--- config.mk ---
export PLATFORM = sky130hd
export DESIGN_NAME = pc_flow_monitor
export DESIGN_NICKNAME = d
export VERILOG_FILES = /design/src/rtl/pc_flow_monitor.sv
export SDC_FILE = /design/constraint.sdc
export NUM_CORES = 1
export LEC_CHECK = 0
export ABC_AREA = 1
export BUFFER_PORTS_ARGS = -buffer_cell sky130_fd_sc_hd__clkbuf_2
export CAP_MARGIN = 10
export CORE_MARGIN = 2
export CORE_UTILIZATION = 45
export DETAILED_ROUTE_END_ITERATION = 10
export HOLD_SLACK_MARGIN = 0.06
export MAX_ROUTING_LAYER = met4
export SLEW_MARGIN = 40
export SYNTH_ARGS = -nofsm -noshare
export SYNTH_HDL_FRONTEND = slang
export SYNTH_SLANG_ARGS = --single-unit
--- constraint.sdc ---
create_clock -name clock_i -period 5.7 [get_ports clock_i]
set_input_delay 0 -clock clock_i [delete_from_list [all_inputs] [get_ports clock_i]]
set_output_delay 0 -clock clock_i [all_outputs]
set_load 0.05 [all_outputs]
--- src/rtl/pc_flow_monitor.sv ---
// Control-flow monitor: samples the fetch PC, logs every non-sequential step into a trace FIFO,
// and ends in DONE at END_ADDR or TIMEOUT. Optional macro PFM_OVERWRITE_EN keeps newest entries on overflow.
module pc_flow_monitor #(
  parameter int PC_W        = 12,
  parameter int TRACE_DEPTH = 8,
  parameter int END_ADDR    = 24,
  parameter int TIMEOUT     = 2000,
  parameter int CNT_W       = 16
) (
  input  logic                         clock_i,
  input  logic                         reset_i,
  input  logic                         pc_valid_i,
  input  logic [PC_W-1:0]              pc_i,
  input  logic                         rd_en_i,
  output logic                         rd_valid_o,
  output logic [PC_W-1:0]              rd_from_o,
  output logic [PC_W-1:0]              rd_to_o,
  output logic [$clog2(TRACE_DEPTH):0] trace_count_o,
  output logic                         overflow_o,
  output logic [CNT_W-1:0]             jump_count_o,
  output logic [CNT_W-1:0]             sample_count_o,
  output logic [1:0]                   state_o,
  output logic                         done_o,
  output logic                         timeout_o
);

  localparam int AW = $clog2(TRACE_DEPTH);
  localparam int CW = AW + 1;

  typedef enum logic [1:0] {
    ST_IDLE    = 2'b00,
    ST_RUN     = 2'b01,
    ST_DONE    = 2'b10,
    ST_TIMEOUT = 2'b11
  } state_e;

  state_e                state_q;
  logic [PC_W-1:0]       prev_pc_q;
  logic [CNT_W-1:0]      jump_q;
  logic [CNT_W-1:0]      sample_q;
  logic [CW-1:0]         count_q;
  logic [AW-1:0]         wr_ptr_q;
  logic [AW-1:0]         rd_ptr_q;
  logic                  overflow_q;
  logic                  rd_valid_q;
  logic [PC_W-1:0]       rd_from_q;
  logic [PC_W-1:0]       rd_to_q;
  logic [2*PC_W-1:0]     mem_q [TRACE_DEPTH];

  logic [PC_W-1:0]       seq_pc_s;
  logic                  jump_s;
  logic                  is_end_s;
  logic                  full_s;
  logic                  pop_s;
  logic                  wr_s;
  logic                  drop_oldest_s;
  logic [CW-1:0]         count_d;
  logic [CNT_W-1:0]      jump_d;
  logic [CNT_W-1:0]      sample_d;

  // Sequential successor wraps at 2^PC_W, so max->0 is not a jump.
  assign seq_pc_s = prev_pc_q + PC_W'(1);
  assign jump_s   = pc_valid_i && (state_q == ST_RUN) && (pc_i != seq_pc_s);
  assign is_end_s = (pc_i == PC_W'(END_ADDR));
  assign full_s   = (count_q == CW'(TRACE_DEPTH));
  assign pop_s    = rd_en_i && (count_q != '0);

`ifdef PFM_OVERWRITE_EN
  assign wr_s          = jump_s;
  assign drop_oldest_s = jump_s && full_s && !pop_s;
`else
  assign wr_s          = jump_s && (!full_s || pop_s);
  assign drop_oldest_s = 1'b0;
`endif

  assign count_d  = count_q + CW'(wr_s && !drop_oldest_s) - CW'(pop_s);
  assign jump_d   = (jump_q == '1) ? jump_q : jump_q + CNT_W'(1);
  assign sample_d = (sample_q == '1) ? sample_q : sample_q + CNT_W'(1);

  always_ff @(posedge clock_i) begin
    if (reset_i && wr_s) begin
      mem_q[wr_ptr_q] <= {prev_pc_q, pc_i};
    end
  end

  always_ff @(posedge clock_i) begin
    if (!reset_i) begin
      state_q    <= ST_IDLE;
      prev_pc_q  <= '0;
      jump_q     <= '0;
      sample_q   <= '0;
      count_q    <= '0;
      wr_ptr_q   <= '0;
      rd_ptr_q   <= '0;
      overflow_q <= 1'b0;
      rd_valid_q <= 1'b0;
      rd_from_q  <= '0;
      rd_to_q    <= '0;
    end else begin
      count_q    <= count_d;
      rd_valid_q <= pop_s;
      if (wr_s) wr_ptr_q <= wr_ptr_q + AW'(1);
      if (pop_s || drop_oldest_s) rd_ptr_q <= rd_ptr_q + AW'(1);
      if (jump_s && full_s && !pop_s) overflow_q <= 1'b1;
      // The read sees the pre-write slot, so a full push+pop returns the old oldest entry.
      if (pop_s) begin
        rd_from_q <= mem_q[rd_ptr_q][2*PC_W-1:PC_W];
        rd_to_q   <= mem_q[rd_ptr_q][PC_W-1:0];
      end
      case (state_q)
        ST_IDLE: begin
          if (pc_valid_i) begin
            prev_pc_q <= pc_i;
            state_q   <= is_end_s ? ST_DONE : ST_RUN;
          end
        end
        ST_RUN: begin
          if (pc_valid_i) begin
            prev_pc_q <= pc_i;
            sample_q  <= sample_d;
            if (jump_s) jump_q <= jump_d;
            if (is_end_s) state_q <= ST_DONE;
            else if (sample_d == CNT_W'(TIMEOUT)) state_q <= ST_TIMEOUT;
          end
        end
        default: state_q <= state_q;
      endcase
    end
  end

  assign rd_valid_o     = rd_valid_q;
  assign rd_from_o      = rd_from_q;
  assign rd_to_o        = rd_to_q;
  assign trace_count_o  = count_q;
  assign overflow_o     = overflow_q;
  assign jump_count_o   = jump_q;
  assign sample_count_o = sample_q;
  assign state_o        = state_q;
  assign done_o         = (state_q == ST_DONE);
  assign timeout_o      = (state_q == ST_TIMEOUT);

endmodule
==> Word-level counts from Yosys, hierarchy flattened <==
Memories as Yosys holds them, arrays and structs flattened. A register that Yosys moved wholly into a read port is not among the register bits.
Cells that the tools add are included.
{ "word_totals": {"wordCells": 58, "mem_bits_rw": 192, "reg_bits": 58, "inputBits": 16, "mem_count": 1, "output_inout_bits": 66} }
{ "op_classes": {"reduce_logical": 19, "bitwise": 1, "n_eq_ne": 12, "addsub": 7, "mux": 9} }
{ "memory_table": {"columns": ["memory", "depth", "word_bits", "rd", "rd_clocked_by_memory_dff", "wr", "line_no", "source"], "rows": [
  ["mem_q", 8, 24, 1, 1, 1, "48", "logic [2*PC_W-1:0] mem_q [TRACE_DEPTH];"]
]} }
{ "ops": {"columns": ["op", "count"], "rows": [
  ["$add A16 B1 Y16 const B", 2],
  ["$eq A16 B16 Y1 const B", 2],
  ["$eq A16 B11 Y1 const B", 1],
  ["$mux W16", 1],
  ["$add A12 B1 Y12 const B", 1],
  ["$eq A12 B5 Y1 const B", 1],
  ["$ne A12 B12 Y1", 1],
  ["$mux W2", 5],
  ["$reduce_and A4 Y1", 2],
  ["$logic_and A1 B1 Y1", 7],
  ["$add A3 B1 Y3 const B", 2],
  ["$add A4 B1 Y4", 1],
  ["$eq A2 B2 Y1 const B", 2],
  ["$eq A4 B4 Y1 const B", 1],
  ["$ne A2 B2 Y1 const B", 2],
  ["$pmux W2 S2", 1],
  ["$reduce_and A2 Y1", 2],
  ["$reduce_bool A4 Y1", 1],
  ["$sub A4 B1 Y4", 1],
  ["$logic_not A1 Y1", 3],
  ["$ne A3 B2 Y1 const B", 1],
  ["$eq A2 B1 Y1 const B", 1],
  ["$logic_not A2 Y1", 1],
  ["$mux W1", 2],
  ["other kinds (4)", 4]
]} }

==> Logic depth before layout (Yosys ltp) <==
Gate-level depths: netlist of the first run.
{ "depth": {"depth_word": 7, "mapped_depth": 20, "depth_no_buf": 20} }

==> Worst setup path after synthesis of the first run <==
OpenSTA, ideal clock, no wires.
{ "synth_timing": {"path_type": "register to register", "start": "register prev_pc_q[0]", "end": "memory mem_q[1][0] (netlist name) (enable)", "period_less_slack_ps": 3112, "n_path_buf": 1, "required_ps": 5295, "setup_ps": 405, "slack_ps": 2588, "arrival_time_ps": 2707, "path_stages_with_launch": 13, "path_cell_list": "dfxtp_1 -> ha_1 -> nand3_2 -> nor2_2 -> nand3_1 -> nand2_1 -> nand2_1 -> nand2_1 -> nor2_2 -> nand3_2 -> buf_4 -> nand4_1 -> nor2_1"} }
{ "synth_via": {"elab_chain_len": 7} }
{ "synth_lines": {"columns": ["item", "line_no", "source"], "rows": [
  ["start, declared", "38", "logic [PC_W-1:0] prev_pc_q;"],
  ["start signal, assigned", "113", "prev_pc_q <= pc_i;"],
  ["start signal, assigned", "119", "prev_pc_q <= pc_i;"],
  ["$add A12 B1 Y12", "62", "assign seq_pc_s = prev_pc_q + PC_W'(1);"],
  ["$ne A12 B12 Y1", "63", "assign jump_s = pc_valid_i && (state_q == ST_RUN) && (pc_i != seq_pc_s);"],
  ["$logic_and A1 B1 Y1", "63", null],
  ["$logic_and A1 B1 Y1", "72", "assign wr_s = jump_s && (!full_s || pop_s);"],
  ["$logic_and A1 B1 Y1", "81", "if (reset_i && wr_s) begin"],
  ["$mux W1", "81", null],
  ["$mux W1 (not written as such)", "82", "mem_q[wr_ptr_q] <= {prev_pc_q, pc_i};"],
  ["end, declared", "48", null]
]} }
Every way passes these cells.

==> Final worst setup path of the first run <==
{ "layout_timing": {"start": "register prev_pc_q[1]", "end": "register count_q[2] (netlist: trace_count_o[2])"} }
{ "layout_via": {"elab_chain_len": 6} }
{ "layout_lines": {"columns": ["item", "line_no", "source"], "rows": [
  ["$add A12 B1 Y12", "62", null],
  ["$ne A12 B12 Y1", "63", null],
  ["$logic_and A1 B1 Y1", "63", null],
  ["$logic_and A1 B1 Y1", "72", null],
  ["$add A4 B1 Y4", "76", "assign count_d = count_q + CW'(wr_s && !drop_oldest_s) - CW'(pop_s);"],
  ["$sub A4 B1 Y4", "76", null],
  ["end signal, assigned", "100", "count_q <= count_d;"],
  ["end, declared", "41", "logic [CW-1:0] count_q;"]
]} }
Every way passes these cells.
A chain may end at the register's enable or synchronous reset.

==> results by group, run 1 <==
Logic synthesis
  • Synth Instances: 1170
  • Synth Register Bits: 274
  • Avg Inst Size Synth: 10.1 um2
  • Cell variety after synth: 39
  • Sequential fraction of the synthesis area: 0.626
  • Synth warn: 0
  • Post-Synthesis Net Count: 1198
  • Synthesized cell area: 11800 um2

Setup path
  • Worst-path maximum fanout: 22
  • Crit path kind: reg -> reg
  • CP Launch Type: flip-flop
  • CP Capture Type: flip-flop
  • WP data required: 6.12 ns
  • Arrival @ worst endpoint: 4.10 ns

Floorplan
  • IO Count: 82
  • Die width: 166 um
  • Initial Util: 0.457
  • Die height: 166 um
  • Core Rows: 59
  • Core area: 25900 um2
  • Die ar.: 27600 um2

Route
  • Wirelength per Cell: 18.0 um
  • 1st-iter DRT viols: 591
  • Remaining antenna violation count: 0
  • DRC: 0
  • Detailed-route vias per instance: 5.46
  • DR vias: 8786
  • DR pass1 iterations: 5
  • Total wire length: 29000 um

Power
  • Peak supply drop: 0.237 mV
  • Leakage power total: 4.99 nW
  • PD cells: 397 nW/um2

Layout
  • Antenna diodes: 0
  • Ratio of cells with drive above 1 in the final layout: 0.149
  • Storage element area: 7410 um2
  • Syn-to-layout area delta: 15.3%
  • # nets final: 1279
  • # fillers: 2315
  • Multi-input logic area: 3880 um2

Timing
  • Clk_skew: 0.0126 ns
  • Final hold slack: 0.314 ns
  • Period utilization: 0.645
  • Setup TNS: 0 ns
  • Tmin final: 3.68 ns
  • Setup violators final: 0
  • Slew Limit Fails: 0
  • Fmax: 0.272 GHz
  • Worst slew margin: 0.484
  • Worst Max-Slew Pin Slew: 0.772 ns
  • Number of hold violations in the final report: 0
  • RSZ-0062 raised after global routing: no

Outcome
  • Status: finished, final reports clean

GRT
  • Initial antenna violation count: 0
  • First-pass GRT wire length: 45900 um
  • Vias in the first global route: 8396
  • GRT Residual Overflow: 0
  • Largest net degree at the start of global routing: 58
  • Gr usage total: 0.213

Min path
  • Worst Hold Class: in -> reg

Clock tree
  • Resized cells post-CTS: 0
  • Worst-Skew Late Latency: 0.55 ns
  • Clock root cell: clkbuf_16
  • Clk pin slew, worst setup/hold paths: 0.06 ns
  • Clk sinks: 274
  • Htree depth: 1
  • Clock buffer count from CTS: 30
  • Max Root-Sink Buffers: 3
  • CTS tree: done

Place
  • DP Wirelength: 17400 um
  • Port Buffers: 81
  • Routability cong.: 0.884

Job
  • Max-cap violations: 0
-- where the power goes --
group / total, mW / leakage, nW / switching (mW) / internal [mW]
Clock: 1.85 / 0.463 / 0.768 / 1.08
Combinational: 1.21 / 2.11 / 0.901 / 0.309
Sequential: 2.36 / 2.42 / 0.118 / 2.24
Total: 5.42 / 4.99 / 1.79 / 3.63
-- layout make-up --
class / count / area share
clock buffer: 42 / 0.0621
clock inverter: 13 / 0.00734
inverter: 84 / 0.0233
multi-input combinational: 750 / 0.285
sequential: 274 / 0.543
tap: 335 / 0.0307
timing repair buffer: 111 / 0.0488
-- cell families after synthesis --
logic type,count (synthesis),synth area share
AND/OR/NAND/NOR,418,0.155
AO/OA/AOI/OAI,300,0.142
flip-flops,274,0.626
buffers and inverters,146,0.0490
XOR/XNOR,20,0.0148
adder cells (fa/ha/maj),12,0.0133
-- metrics by stage --
step                cells  total power [mW]  instance area, um2   util  setup slack, ns
floorplan            1170              3.26               11800      -             2.59
global placement     1540              3.60               12500  0.484             1.87
detailed placement   1540              3.61               12600  0.485             2.05
CTS                  1609              5.46               13600  0.527             2.03
global route         1609              5.67               13600  0.527             1.65
finish               1609              5.42               13600  0.527             2.02
-- synthesized netlist by cell type --
master / n / area [um2]
o21bai_1: 1 / 7.51
o211ai_1: 5 / 37.5
buf_12: 1 / 20.0
nand3_4: 1 / 17.5
nor4_1: 2 / 12.5
nand4_1: 28 / 175
nor2_2: 6 / 37.5
ha_1: 11 / 138
nand2_2: 11 / 68.8
buf_2: 4 / 20.0
and3_1: 1 / 6.26
dfxtp_1: 82 / 1640
a211oi_1: 2 / 15.0
xor2_1: 12 / 105
fa_1: 1 / 20.0
nand4_2: 1 / 12.5
buf_1: 2 / 7.51
a21oi_2: 10 / 87.6
xnor2_1: 8 / 70.1
inv_2: 1 / 3.75
o22ai_1: 24 / 150
a31oi_1: 1 / 6.26
buf_4: 1 / 7.51
clkbuf_1: 53 / 199
nand3_2: 3 / 30.0
nand2_1: 144 / 541
o221ai_1: 24 / 210
o21ai_1: 11 / 55.1
clkinv_1: 1 / 3.75
nor3_1: 5 / 25.0
buf_6: 1 / 11.3
a21oi_1: 56 / 280
edfxtp_1: 192 / 5770
o21ai_0: 166 / 831
nand3_1: 47 / 235
inv_1: 82 / 308
nor2_1: 162 / 608
nor2_4: 4 / 45.0
nand3b_1: 3 / 22.5
-- per-layer routing --
layer / wire (um) / share of wire / up-vias / track usage
met4: 701 / 0.024 / 0 / 0.0654
met3: 1160 / 0.040 / 43 / 0.0226
met1: 12900 / 0.44 / 4234 / 0.271
met5: 0 / 0 / - / -
li1: - / - / 4292 / -
met2: 14200 / 0.49 / 217 / 0.362
-- flip-flops by register name, summed over array words and instances, names as in the netlist --
| register | count |
|---|---|
| jump_count_o | 16 |
| mem_q | 192 |
| rd_ptr_q | 3 |
| wr_ptr_q | 3 |
| sample_count_o | 16 |
| prev_pc_q | 12 |
| rd_to_o | 12 |
| overflow_o | 1 |
| rd_from_o | 12 |
| state_o | 2 |
| rd_valid_o | 1 |
| trace_count_o | 4 |
-- layout by cell type (no fill, tap or decap), types with 28 or more instances in the layout --
cell type and instances:
a21oi_1 56, clkbuf_16 31, clkbuf_2 81, dfxtp_1 81, edfxtp_1 192, inv_1 81, nand2_1 144, nand3_1 47
nand4_1 28, nor2_1 154, o21ai_0 166
-- worst max-delay path, stage by stage, from the launching register on --
cell and delay, ns:
dfxtp_1 0.62, ha_1 0.30, nand3_2 0.14, nor2_2 0.17
nand2_1 0.06, nand2_1 0.08, nand2_1 0.06, nand2_1 0.06
nand2_1 0.06, nor2_2 0.12, nand3_2 0.43, nand3_1 0.35
ha_1 0.27, inv_1 0.05, ha_1 0.12, inv_1 0.05
fa_1 0.37, xor2_1 0.17, nor2_1 0.05
-- final timing paths --
kind,from,end,slack (ns),cells past startpoint
hold reg to reg,overflow_o,overflow_o,0.47,2
setup / recovery,prev_pc_q[1],trace_count_o[2],2.02,18
setup reg to reg,prev_pc_q[1],trace_count_o[2],2.02,18
hold / removal,pc_valid_i,prev_pc_q[4],0.31,3
-- repair_timing --
action | CTS | global route
hold buffers | 14 | 0
setup buffers | 0 | 0
endpoints found under the hold margin | 112 | 0
Note: power is estimated with default switching activity, not from simulation.
==> run 2: changes to the inputs <==
==> constraint.sdc (replaced) <==
create_clock -name clock_i -period 3.1 [get_ports clock_i]
set_input_delay 0 -clock clock_i [delete_from_list [all_inputs] [get_ports clock_i]]
set_output_delay 0 -clock clock_i [all_outputs]
set_load 0.05 [all_outputs]
==> run 2 against run 1 <==
Sequential power is 81% higher. Global-route usage rose by 0.17 points. Largest power group unchanged. Design area increased by 2.2%. Total power rose by 89%. Clock skew decreased by 0.00063 ns. Die area is the same. Worst setup slack got worse by 1.7 ns. Sequential cell count unchanged. Worst hold slack gained 0.016 ns. Critical endpoint unchanged. Clock power increased by 97%. Maximum frequency is 32% higher. Non-clock buffer count up 28.
==> results by group, run 2 (synthesis gave the netlist of run 1 again) <==
Route
  • DRC: 0
  • Wirelength per Cell: 17.6 um
  • Detailed-route vias per instance: 5.42
  • Total wire length: 28800 um
  • Remaining antenna violation count: 0
  • DR vias: 8865
  • 1st-iter DRT viols: 594
  • DR pass1 iterations: 5

Floorplan
  • IO Count: 82
  • Die height: 166 um
  • Core Rows: 59
  • Core area: 25900 um2
  • Die width: 166 um
  • Initial Util: 0.457
  • Die ar.: 27600 um2

GRT
  • First-pass GRT wire length: 46200 um
  • Gr usage total: 0.215
  • GRT Residual Overflow: 0
  • Vias in the first global route: 8515
  • Initial antenna violation count: 0
  • Largest net degree at the start of global routing: 98

Setup path
  • Reg2reg start: prev_pc_q[0]
  • R2r worst-path depth: 18
  • CP Capture Type: flip-flop
  • WP data required: 3.51 ns
  • CP dominant cell by count: nand2_1
  • CP Cell Sequence: ha_1 -> nand3_2 -> nor2_2 -> nand2_1 -> nand2_1 -> nand2_1 -> nand2_1 -> nand2_1 -> nor2_2 -> nand3_2 -> nand3_2 -> ha_2 -> inv_1 -> ha_1 -> inv_1 -> fa_1 -> xor2_1 -> nor2_1
  • Arrival @ worst endpoint: 3.19 ns
  • Worst-path maximum fanout: 5
  • Worst R2R Setup Slack: 0.32 ns
  • Crit path largest cell delay: 0.38 ns
  • Crit path kind: reg -> reg
  • CP Launch Type: flip-flop
  • R2r endpoint: trace_count_o[2]
  • CP max-delay cell: dfxtp_1

Timing
  • Period utilization: 0.896
  • Worst slew margin: 0.522
  • Worst Max-Slew Pin Slew: 0.716 ns
  • Number of hold violations in the final report: 0
  • Tmin final: 2.78 ns
  • Setup TNS: 0 ns
  • RSZ-0062 raised after global routing: no
  • Worst setup margin: 0.322 ns
  • Final hold slack: 0.330 ns
  • Slew Limit Fails: 0
  • Clk_skew: 0.0120 ns
  • Setup violators final: 0
  • Fmax: 0.360 GHz

Place
  • Placed Area: 12800 um2
  • Routability cong.: 0.927
  • Place WS: 0.247 ns
  • Placed Instances: 1567
  • Port Buffers: 81
  • DP Wirelength: 17600 um

Power
  • Clock share of power: 0.356
  • Switching power total: 3.25 mW
  • Internal power: 7.01 mW
  • Leakage power total: 5.16 nW
  • Logic gate share of total power: 0.229
  • Peak supply drop: 0.425 mV
  • Flop pwr share: 0.415
  • Switching Share: 0.317
  • PD cells: 736 nW/um2

Clock tree
  • CTS tree: done
  • Clk sinks: 274
  • Max Root-Sink Buffers: 3
  • Clk pin slew, worst setup/hold paths: 0.06 ns
  • Clock buffer count from CTS: 29
  • Worst-Skew Late Latency: 0.53 ns
  • Clock root cell: clkbuf_16
  • Htree depth: 1

Layout
  • Antenna diodes: 0
  • Final Cell Area: 13900 um2
  • Commonest non-fill, non-tap cell in the layout: edfxtp_1
  • Max reg flops: 192
  • # nets final: 1306
  • Ratio of cells with drive above 1 in the final layout: 0.168
  • Most frequent cells in the layout: 192 x edfxtp_1, 166 x o21ai_0, 154 x nor2_1
  • Syn-to-layout area delta: 17.8%
  • Register with the most flip-flops: mem_q
  • Non-Filler Instances: 1635

Job
  • Max-cap violations: 0

Min path
  • Min-Delay Path Depth: 4
  • Hold Path Origin: reset_i
  • Hold Path End: rd_ptr_q[2]
  • Worst Hold Class: in -> reg

Outcome
  • Status: finished, final reports clean
## run 2: cell types whose count changed in the layout (fill, tap and decap cells not counted), moves of 2 or more
| cell | change |
|---|---|
| buf_4 | +24 |
| bufinv_16 | +5 |
| nor2_2 | +3 |
| nor2_4 | -3 |
| buf_12 | +2 |
| clkbuf_16 | -2 |
| clkinv_2 | -2 |
| dfxtp_2 | +2 |
## run 2: what timing repair did
item,4_1_cts,5_1_grt
resized for setup,0,4
hold buffers,15,0
setup buffers,0,0
setup endpoints to repair,0,2
hold endpoints to repair,113,0
## run 2: routing by layer
metal / part of all wire / up-vias / routed length [um] / track usage
met2: 0.48 / 247 / 14000 / 0.364
met1: 0.44 / 4233 / 12800 / 0.276
met4: 0.018 / 0 / 529 / 0.0541
met3: 0.053 / 42 / 1540 / 0.0267
li1: - / 4343 / - / -
met5: 0 / - / 0 / -
## run 2: final cells by class
cell class,instances,area (um2)
Tap cell,335,419
Sequential cell,274,7410
Clock inverter,15,228
Clock buffer,38,779
Fill cell,2272,12000
Timing Repair Buffer,139,907
Inverter,84,315
Multi-Input combinational cell,750,3880
## run 2: through the flow
stage | util | power, mW
2_1_floorplan | - | 6.00
3_3_place_gp | 0.493 | 6.65
3_5_place_dp | 0.493 | 6.67
4_1_cts | 0.537 | 10.3
5_1_grt | 0.538 | 10.8
6_report | 0.538 | 10.3
## run 2: worst max path at each step
stage,from,to,slack (ns),cells past startpoint
final,prev_pc_q[0],trace_count_o[2],0.32,18
after global routing,prev_pc_q[0],trace_count_o[3],0.07,19
after CTS,prev_pc_q[1],trace_count_o[3],0.23,19
after detailed placement,prev_pc_q[1],trace_count_o[3],0.25,19
after global placement,prev_pc_q[1],trace_count_o[2],0.33,18
after floorplan,prev_pc_q[0],mem_q[1][0],-0.01,12
## run 2: worst max-delay path: cells and delay by family, from the launching register on
kind,cells,cell delay (ns)
XOR/XNOR,1,0.16
adder cells (fa/ha/maj),4,1.01
buffers and inverters,2,0.10
flip-flops,1,0.38
AND/OR/NAND/NOR,11,0.99
## run 2: power by group through the flow
stage | logic [mW] | registers, mW | clock network (mW)
after floorplan | 1.15 | 4.85 | 0
after global placement | 2.31 | 4.34 | 0
after detailed placement | 2.33 | 4.34 | 0
after CTS | 2.36 | 4.26 | 3.70
after global routing | 2.61 | 4.29 | 3.86
final | 2.35 | 4.26 | 3.65
